**src/rtl/alu_issuer_pkg.sv**
```systemverilog
// Shared types and defaults for the ALU command issuer.
package alu_issuer_pkg;

    localparam int DEF_DATA_WIDTH = 8;
    localparam int DEF_FUN_WIDTH  = 4;
    localparam int DEF_TIMEOUT    = 15;

    // Issuer FSM states
    typedef enum logic [1:0] {
        IDLE  = 2'd0,
        ISSUE = 2'd1,
        WAIT  = 2'd2,
        RESP  = 2'd3
    } issuer_state_t;

    // Unit-select codes carried in the top two bits of the function code.
    // The issuer forwards function codes verbatim; these are for the ALU side.
    localparam logic [1:0] UNIT_ARITH = 2'b00;
    localparam logic [1:0] UNIT_LOGIC = 2'b01;
    localparam logic [1:0] UNIT_CMP   = 2'b10;
    localparam logic [1:0] UNIT_SHIFT = 2'b11;

endpackage

```
**src/rtl/alu_wait_timer.sv**
```systemverilog
// Up-counter bounding how long the issuer waits for the ALU result.
// expired marks the cycle on which the count steps up to TIMEOUT.
module alu_wait_timer
    import alu_issuer_pkg::*;
#(
    parameter int TIMEOUT = DEF_TIMEOUT
) (
    input  logic clk,
    input  logic rst_n,
    input  logic clr,
    input  logic en,
    output logic expired
);

    localparam int CW = $clog2(TIMEOUT + 1);

    logic [CW-1:0] cnt_q;

    // Clear wins over enable; the count saturates at TIMEOUT.
    always_ff @(posedge clk or negedge rst_n) begin
        if (!rst_n) begin
            cnt_q <= '0;
        end else if (clr) begin
            cnt_q <= '0;
        end else if (en && (cnt_q != CW'(TIMEOUT))) begin
            cnt_q <= cnt_q + 1'b1;
        end
    end

    assign expired = (cnt_q == CW'(TIMEOUT - 1));

endmodule

```
**src/rtl/alu_op_issuer.sv**
```systemverilog
// Issuing side of the ALU command interface.
//
// state | meaning
// IDLE  | ready for a command; ALU operand/function lines held
// ISSUE | Enable_ALU high for this single cycle; wait timer cleared
// WAIT  | waiting for ALU_Valid or timer expiry
// RESP  | result presented until Res_Ready
module alu_op_issuer
    import alu_issuer_pkg::*;
#(
    parameter int DATA_WIDTH = DEF_DATA_WIDTH,
    parameter int FUN_WIDTH  = DEF_FUN_WIDTH,
    parameter int TIMEOUT    = DEF_TIMEOUT
) (
    input  logic                    CLK,
    input  logic                    RST,
    input  logic                    Cmd_Valid,
    output logic                    Cmd_Ready,
    input  logic [FUN_WIDTH-1:0]    Cmd_Fun,
    input  logic [DATA_WIDTH-1:0]   Cmd_A,
    input  logic [DATA_WIDTH-1:0]   Cmd_B,
    output logic [FUN_WIDTH-1:0]    ALU_FUN,
    output logic [DATA_WIDTH-1:0]   ALU_A,
    output logic [DATA_WIDTH-1:0]   ALU_B,
    output logic                    Enable_ALU,
    input  logic [2*DATA_WIDTH-1:0] ALU_Result,
    input  logic                    ALU_Valid,
    output logic [2*DATA_WIDTH-1:0] Res_Data,
    output logic                    Res_Valid,
    input  logic                    Res_Ready,
    output logic                    Res_Err,
    output logic                    Busy
);

    issuer_state_t state_q, state_d;
    logic          wait_expired;
    logic          accept;
    logic          finish;

    alu_wait_timer #(
        .TIMEOUT (TIMEOUT)
    ) u_wait_timer (
        .clk     (CLK),
        .rst_n   (RST),
        .clr     (state_q == ISSUE),
        .en      (state_q == WAIT),
        .expired (wait_expired)
    );

    assign accept = (state_q == IDLE) && Cmd_Valid;
    assign finish = (state_q == WAIT) && (ALU_Valid || wait_expired);

    // State register
    always_ff @(posedge CLK or negedge RST) begin
        if (!RST) begin
            state_q <= IDLE;
        end else begin
            state_q <= state_d;
        end
    end

    // Next-state logic
    always_comb begin
        state_d = state_q;
        case (state_q)
            IDLE:    if (Cmd_Valid) state_d = ISSUE;
            ISSUE:   state_d = WAIT;
            WAIT:    if (ALU_Valid || wait_expired) state_d = RESP;
            RESP:    if (Res_Ready) state_d = IDLE;
            default: state_d = IDLE;
        endcase
    end

    // Operand/function capture, enable pulse and result capture; ALU_Valid beats expiry.
    always_ff @(posedge CLK or negedge RST) begin
        if (!RST) begin
            ALU_FUN    <= '0;
            ALU_A      <= '0;
            ALU_B      <= '0;
            Enable_ALU <= 1'b0;
            Res_Data   <= '0;
            Res_Err    <= 1'b0;
        end else begin
            Enable_ALU <= accept;
            if (accept) begin
                ALU_FUN <= Cmd_Fun;
                ALU_A   <= Cmd_A;
                ALU_B   <= Cmd_B;
            end
            if (finish) begin
                Res_Data <= ALU_Valid ? ALU_Result : '0;
                Res_Err  <= !ALU_Valid;
            end
        end
    end

    // Cmd_Ready is held low while reset is asserted so it only rises after release.
    assign Cmd_Ready = RST && (state_q == IDLE);
    assign Res_Valid = (state_q == RESP);
    assign Busy      = (state_q != IDLE);

endmodule

```
**config.mk**
```make
export PLATFORM = sky130hd
export DESIGN_NAME = alu_op_issuer
export DESIGN_NICKNAME = d
export VERILOG_FILES = /design/src/rtl/alu_issuer_pkg.sv /design/src/rtl/alu_wait_timer.sv /design/src/rtl/alu_op_issuer.sv
export SDC_FILE = /design/constraint.sdc
export NUM_CORES = 1
export LEC_CHECK = 0
export CAP_MARGIN = 20
export CORE_AREA = 2 2 68 70
export CTS_BUF_LIST = sky130_fd_sc_hd__clkbuf_8
export DETAILED_ROUTE_END_ITERATION = 7
export DIE_AREA = 0 0 70 72
export PLACE_DENSITY_LB_ADDON = 0.05
export SLEW_MARGIN = 30
export SYNTH_ARGS = -nofsm -noshare
export SYNTH_HDL_FRONTEND = slang
export SYNTH_HIERARCHICAL = 1
export SYNTH_SLANG_ARGS = --single-unit
```
**constraint.sdc**
```tcl
create_clock -name CLK -period 2.55 [get_ports CLK]
set_clock_uncertainty 0.2 [all_clocks]
set_input_delay 0.6375 -clock CLK [delete_from_list [all_inputs] [get_ports CLK]]
set_output_delay 0.6375 -clock CLK [all_outputs]
set_load 0.02 [all_outputs]
```
Word-level counts from Yosys, hierarchy flattened:

Index checks and enable logic that the tools add are counted.

* register bits after elaboration: 44
* word-level logic and storage cells: 34

* $add $sub $neg: 1
* eq/ne operators: 8
* mux-type cells: 7
* reduce and logical (&&, ||, !) cells: 10

Operator list (count)
* 16-bit 2-to-1 mux: 1
* 4-bit 2-to-1 mux: 2
* 2-bit one-hot mux with 4 select lines: 1
* 2-bit 2-to-1 mux: 3
* 4-bit by 1-bit adder with 4-bit output, second input constant: 1
* 2-bit equality test, second input constant: 2
* 4-bit equality test, second input constant: 1
* 1-bit logical AND: 4
* 2-bit inequality test, second input constant: 2
* 4-bit inequality test, second input constant: 1
* 2-bit nonzero test: 2
* 3-bit AND reduction: 1
* 2-bit by 1-bit equality test with 1-bit output, second input constant: 1
* 2-bit logical NOT: 1
* 2-bit by 1-bit inequality test with 1-bit output, second input constant: 1
* 1-bit logical NOT: 1
* 1-bit logical OR: 1

Depth between registers and ports, before layout:

* depth after elaboration: 4
* depth in mapped cells: 6
* depth with buffers taken out: 6

Modules after synthesis:

The synthesis kept the hierarchy.

By module, submodules not included
* alu_op_issuer: instances 1, cells an instance 101, area each 1645.3 sq um, seq. area each 1001.0 sq um
* alu_wait_timer: instances 1, cells an instance 23, area each 251.5 sq um, seq. area each 100.1 sq um

Worst setup path before layout:

No wires, ideal clock.

* path type: reg-to-output
* start: register state_q[0]
* end: output Cmd_Ready
* arrival time: 0.947 ns
* data required time: 1.712 ns
* slack: 0.765 ns
* stages on the path, launching flop included: 4
* cell sequence: dfrtp_1 -> inv_1 -> ha_1 -> and2_1

* cells in the longest elaborated chain, start to end: 2

Ends and longest elaborated chain
* from (decl): line alu_op_issuer.sv:35 `issuer_state_t state_q, state_d;`
* from (signal assigned): line alu_op_issuer.sv:58 `state_q <= state_d;`
* 2-bit logical NOT: line alu_op_issuer.sv:98 `assign Cmd_Ready = RST && (state_q == IDLE);`
* 1-bit logical AND: line alu_op_issuer.sv:98
* to (decl): line alu_op_issuer.sv:18 `output logic Cmd_Ready,`

No other way between the ends.

Worst setup path in the final report:

Ends and elaborated chain as after synthesis.

==> flow_summary.json <==
{
  "result_of_the_run": "complete, no violations",
  "instances_no_fill": 261,
  "pwr_density_cell_nw_per_um2": 1290,
  "ctsRootBufferMaster": "sky130_fd_sc_hd__clkbuf_8",
  "avgSynthCellArea_um2": 15.3,
  "setup_viol": 0,
  "place.port_buffers": 81,
  "drt_pass1_iterations": 4,
  "synth-seq-cells": 44,
  "die-area_um2": 5040,
  "placed_instances": 255,
  "met2_wirelength_mm": 2.30,
  "power.switching_mw": 1.29,
  "vias": 1347,
  "final_cell_mix": "78 x sky130_fd_sc_hd__clkdlybuf4s50_1, 44 x sky130_fd_sc_hd__dfrtp_1, 21 x sky130_fd_sc_hd__mux2_4",
  "report.final.hold_viol_count": 0,
  "period_minus_slack_ns": 2.38,
  "setup_total_negative_slack_ns": 0,
  "synth_compound_gate_area_share_pct": 10.2,
  "synth-simple-area-share_pct": 5.80,
  "antenna_fix_cells": 0,
  "clk_pin_slew_ns": 0.07,
  "number_of_global_route_vias_before_repair": 1415,
  "syn_nets": 171,
  "die-height_um": 72,
  "dominantRegCellSynth": "sky130_fd_sc_hd__dfrtp_1",
  "number_of_setup_buffers_added_after_cts": 0,
  "worstSetupStartpointType": "flop",
  "number_of_antenna_violations_at_the_first_check_in_global_routing": 0,
  "wl_per_cell_um": 17.0,
  "distinct_cell_type_count_of_the_synthesized_netlist": 24,
  "die_x_um": 70,
  "cellLeakagePower_nw": 1.32,
  "pin_count_of_the_biggest_net_entering_global_routing": 45,
  "combinational_family_with_the_most_area_after_synthesis": "multiplexers",
  "combinationalPowerShare_pct": 53.1,
  "final_common_cell": "sky130_fd_sc_hd__clkdlybuf4s50_1",
  "drc": 0,
  "share_of_synthesized_area_occupied_by_flip_flops_and_latches_pct": 58.0,
  "wl_met3_um": 304,
  "synth.cell_area_um2": 1900,
  "placement_rows": 24,
  "critPathArrivalTime_ns": 1.55,
  "synth_warnings": 6,
  "initial_utilization_pct": 44.5,
  "globalRouteOverflowTotal": 0,
  "max-slew-margin-rel_pct": 55.2,
  "cts_buffers": 5,
  "final.fill_count": 301,
  "clock_sink_count": 44,
  "clock_power_share_pct": 13.5,
  "async_reset_ff_share_pct": 100,
  "pwr-share-seq_pct": 33.4,
  "gp_congestion": 0.767,
  "synth-edff-count": 0,
  "max_clock_freq_mhz": 419,
  "dr.first_iter.drc_count": 67,
  "cts_buffer_depth": 2,
  "m1_wire_length_mm": 1.79,
  "topRoutingLayerUsed": "met4",
  "synth.mux.area_fraction_pct": 17.8,
  "multiInputGateArea_um2": 717,
  "critical_path.max_fanout": 5,
  "dominant_cell_type_by_area_after_synthesis": "sky130_fd_sc_hd__dfrtp_1",
  "netlist.area_leader.share_pct": 58.0,
  "hpwlAfterDp_mm": 3.26,
  "yosys-top-cells-area": "sky130_fd_sc_hd__dfrtp_1 58%, sky130_fd_sc_hd__mux2_4 17%, sky130_fd_sc_hd__a22o_1 7.4%, sky130_fd_sc_hd__ha_1 4.0%, sky130_fd_sc_hd__buf_6 3.0%",
  "cts_tree": "yes",
  "cap_violations": 0,
  "yosys.area_share.xor_xnor_pct": 0,
  "min_path_type": "input port to async pin",
  "routed_wl_mm": 4.43,
  "area.growth.synth_to_final_pct": 49.9,
  "synthAdderAreaFrac_pct": 3.96,
  "io-pin-count": 82,
  "p_sw_share_pct": 35.0,
  "cts_htree_levels": 2,
  "grt_pass1_wl_mm": 7.04,
  "maxSlewViolCount": 0,
  "timing.critical_path.to_type": "output pin",
  "rsz0062_at_grt": "no",
  "regArea_um2": 1100,
  "worst_slew_pin_slew_ns": 0.672,
  "ir_worst_vdd_uv": 644,
  "final_antenna_net_count": 0,
  "drt-vias-per-instance": 5.16,
  "grtUsageTotal_pct": 18.2,
  "worst_skew_pair_later_pin_latency_ns": 0.29,
  "fp.coreArea_um2": 4260,
  "syn_inst": 124,
  "core_utilization_of_the_finished_layout_pct": 66.7,
  "num-nets-final": 257,
  "period_share_pct": 93.5,
  "share_of_cells_above_drive_strength_1_pct": 18.2,
  "p_int_mw": 2.39,
  "worstSetupPathType": "flop to output pin",
  "worst_ep_required_time_ns": 1.71
}
## critical path: stages, from the launching register on
cell and delay, ns:
sky130_fd_sc_hd__dfrtp_1 0.43, sky130_fd_sc_hd__inv_1 0.10, sky130_fd_sc_hd__ha_1 0.26, sky130_fd_sc_hd__and2_1 0.15, sky130_fd_sc_hd__dlygate4sd2_1 0.33
## per-layer routing
| metal | up-vias | GRT usage, % |
|---|---|---|
| met5 | - | 0 |
| met4 | 0 | 5.13 |
| met3 | 6 | 6.39 |
| met2 | 51 | 32.4 |
| met1 | 677 | 21.0 |
| li1 | 613 | - |
## final timing paths
path	endpoint	startpoint	depth (start not counted)	slack, ns
max	Cmd_Ready	state_q[0]	4	0.17
min	ALU_A[3]	RST	2	0.24
max reg2reg	Res_Data[11]	u_wait_timer/cnt_q[0]	5	0.58
min reg2reg	Res_Data[5]	Res_Data[5]	1	0.31
max in group asynchronous	Res_Data[1]	RST	2	1.55
min in group CLK	Res_Data[5]	Res_Data[5]	1	0.31
## area by class of cell
class | count | area share, %
clock buffers | 5 | 2.42
inverters | 6 | 0.792
clock inverters | 1 | 1.06
multi-input cells | 69 | 25.2
repair buffers | 84 | 29.5
well taps | 52 | 2.29
flip-flops and latches | 44 | 38.7
## timing repair
action | in CTS | in global routing
endpoints found under the hold margin | 0 | 0
hold buffers | 0 | 0
endpoints found under the setup margin | 2 | 0
resized for setup | 2 | 0
## cell usage after synthesis, types with 2 or more instances
master,instances
sky130_fd_sc_hd__dfrtp_1,44
sky130_fd_sc_hd__nor2b_1,2
sky130_fd_sc_hd__a22o_1,16
sky130_fd_sc_hd__mux2_4,21
sky130_fd_sc_hd__nor2_1,5
sky130_fd_sc_hd__inv_1,6
sky130_fd_sc_hd__a21oi_1,3
sky130_fd_sc_hd__buf_6,5
sky130_fd_sc_hd__ha_1,6
sky130_fd_sc_hd__and2_1,2
## registers in the layout, indices dropped and copies added (netlist names)
register,count
state_q,2
Res_Data,16
ALU_FUN,4
Enable_ALU,1
ALU_A,8
Res_Err,1
u_wait_timer/cnt_q,4
ALU_B,8
## power by group through the flow
stage	logic, mW	registers (mW)	clock network [mW]
6_report	1.95	1.23	0.495
5_1_grt	2.05	1.27	0.541
4_1_cts	1.97	1.22	0.507
3_5_place_dp	1.97	1.23	0
3_3_place_gp	1.91	1.20	0
2_1_floorplan	0.793	1.56	0
## stage by stage
stage	hold slack, ns	instance area (um2)	total power [mW]	worst slack (ns)
CTS	0.250	2840	3.70	0.165
finish	0.238	2840	3.67	0.165
global placement	0.288	2750	3.11	0.252
detailed placement	0.290	2750	3.20	0.214
floorplan	0.142	1900	2.36	0.765
global route	0.283	2840	3.86	0.0773
## cells by family (layout without fill, tap and decap cells)
group	Yosys count	after routing
adders and majority gates	6	6
muxes	23	23
AOI/OAI and AO/OA	23	23
DFF	44	44
buffers and inverters	11	96
and+or+nand+nor	17	17
Note: power is estimated with default switching activity, not from simulation.
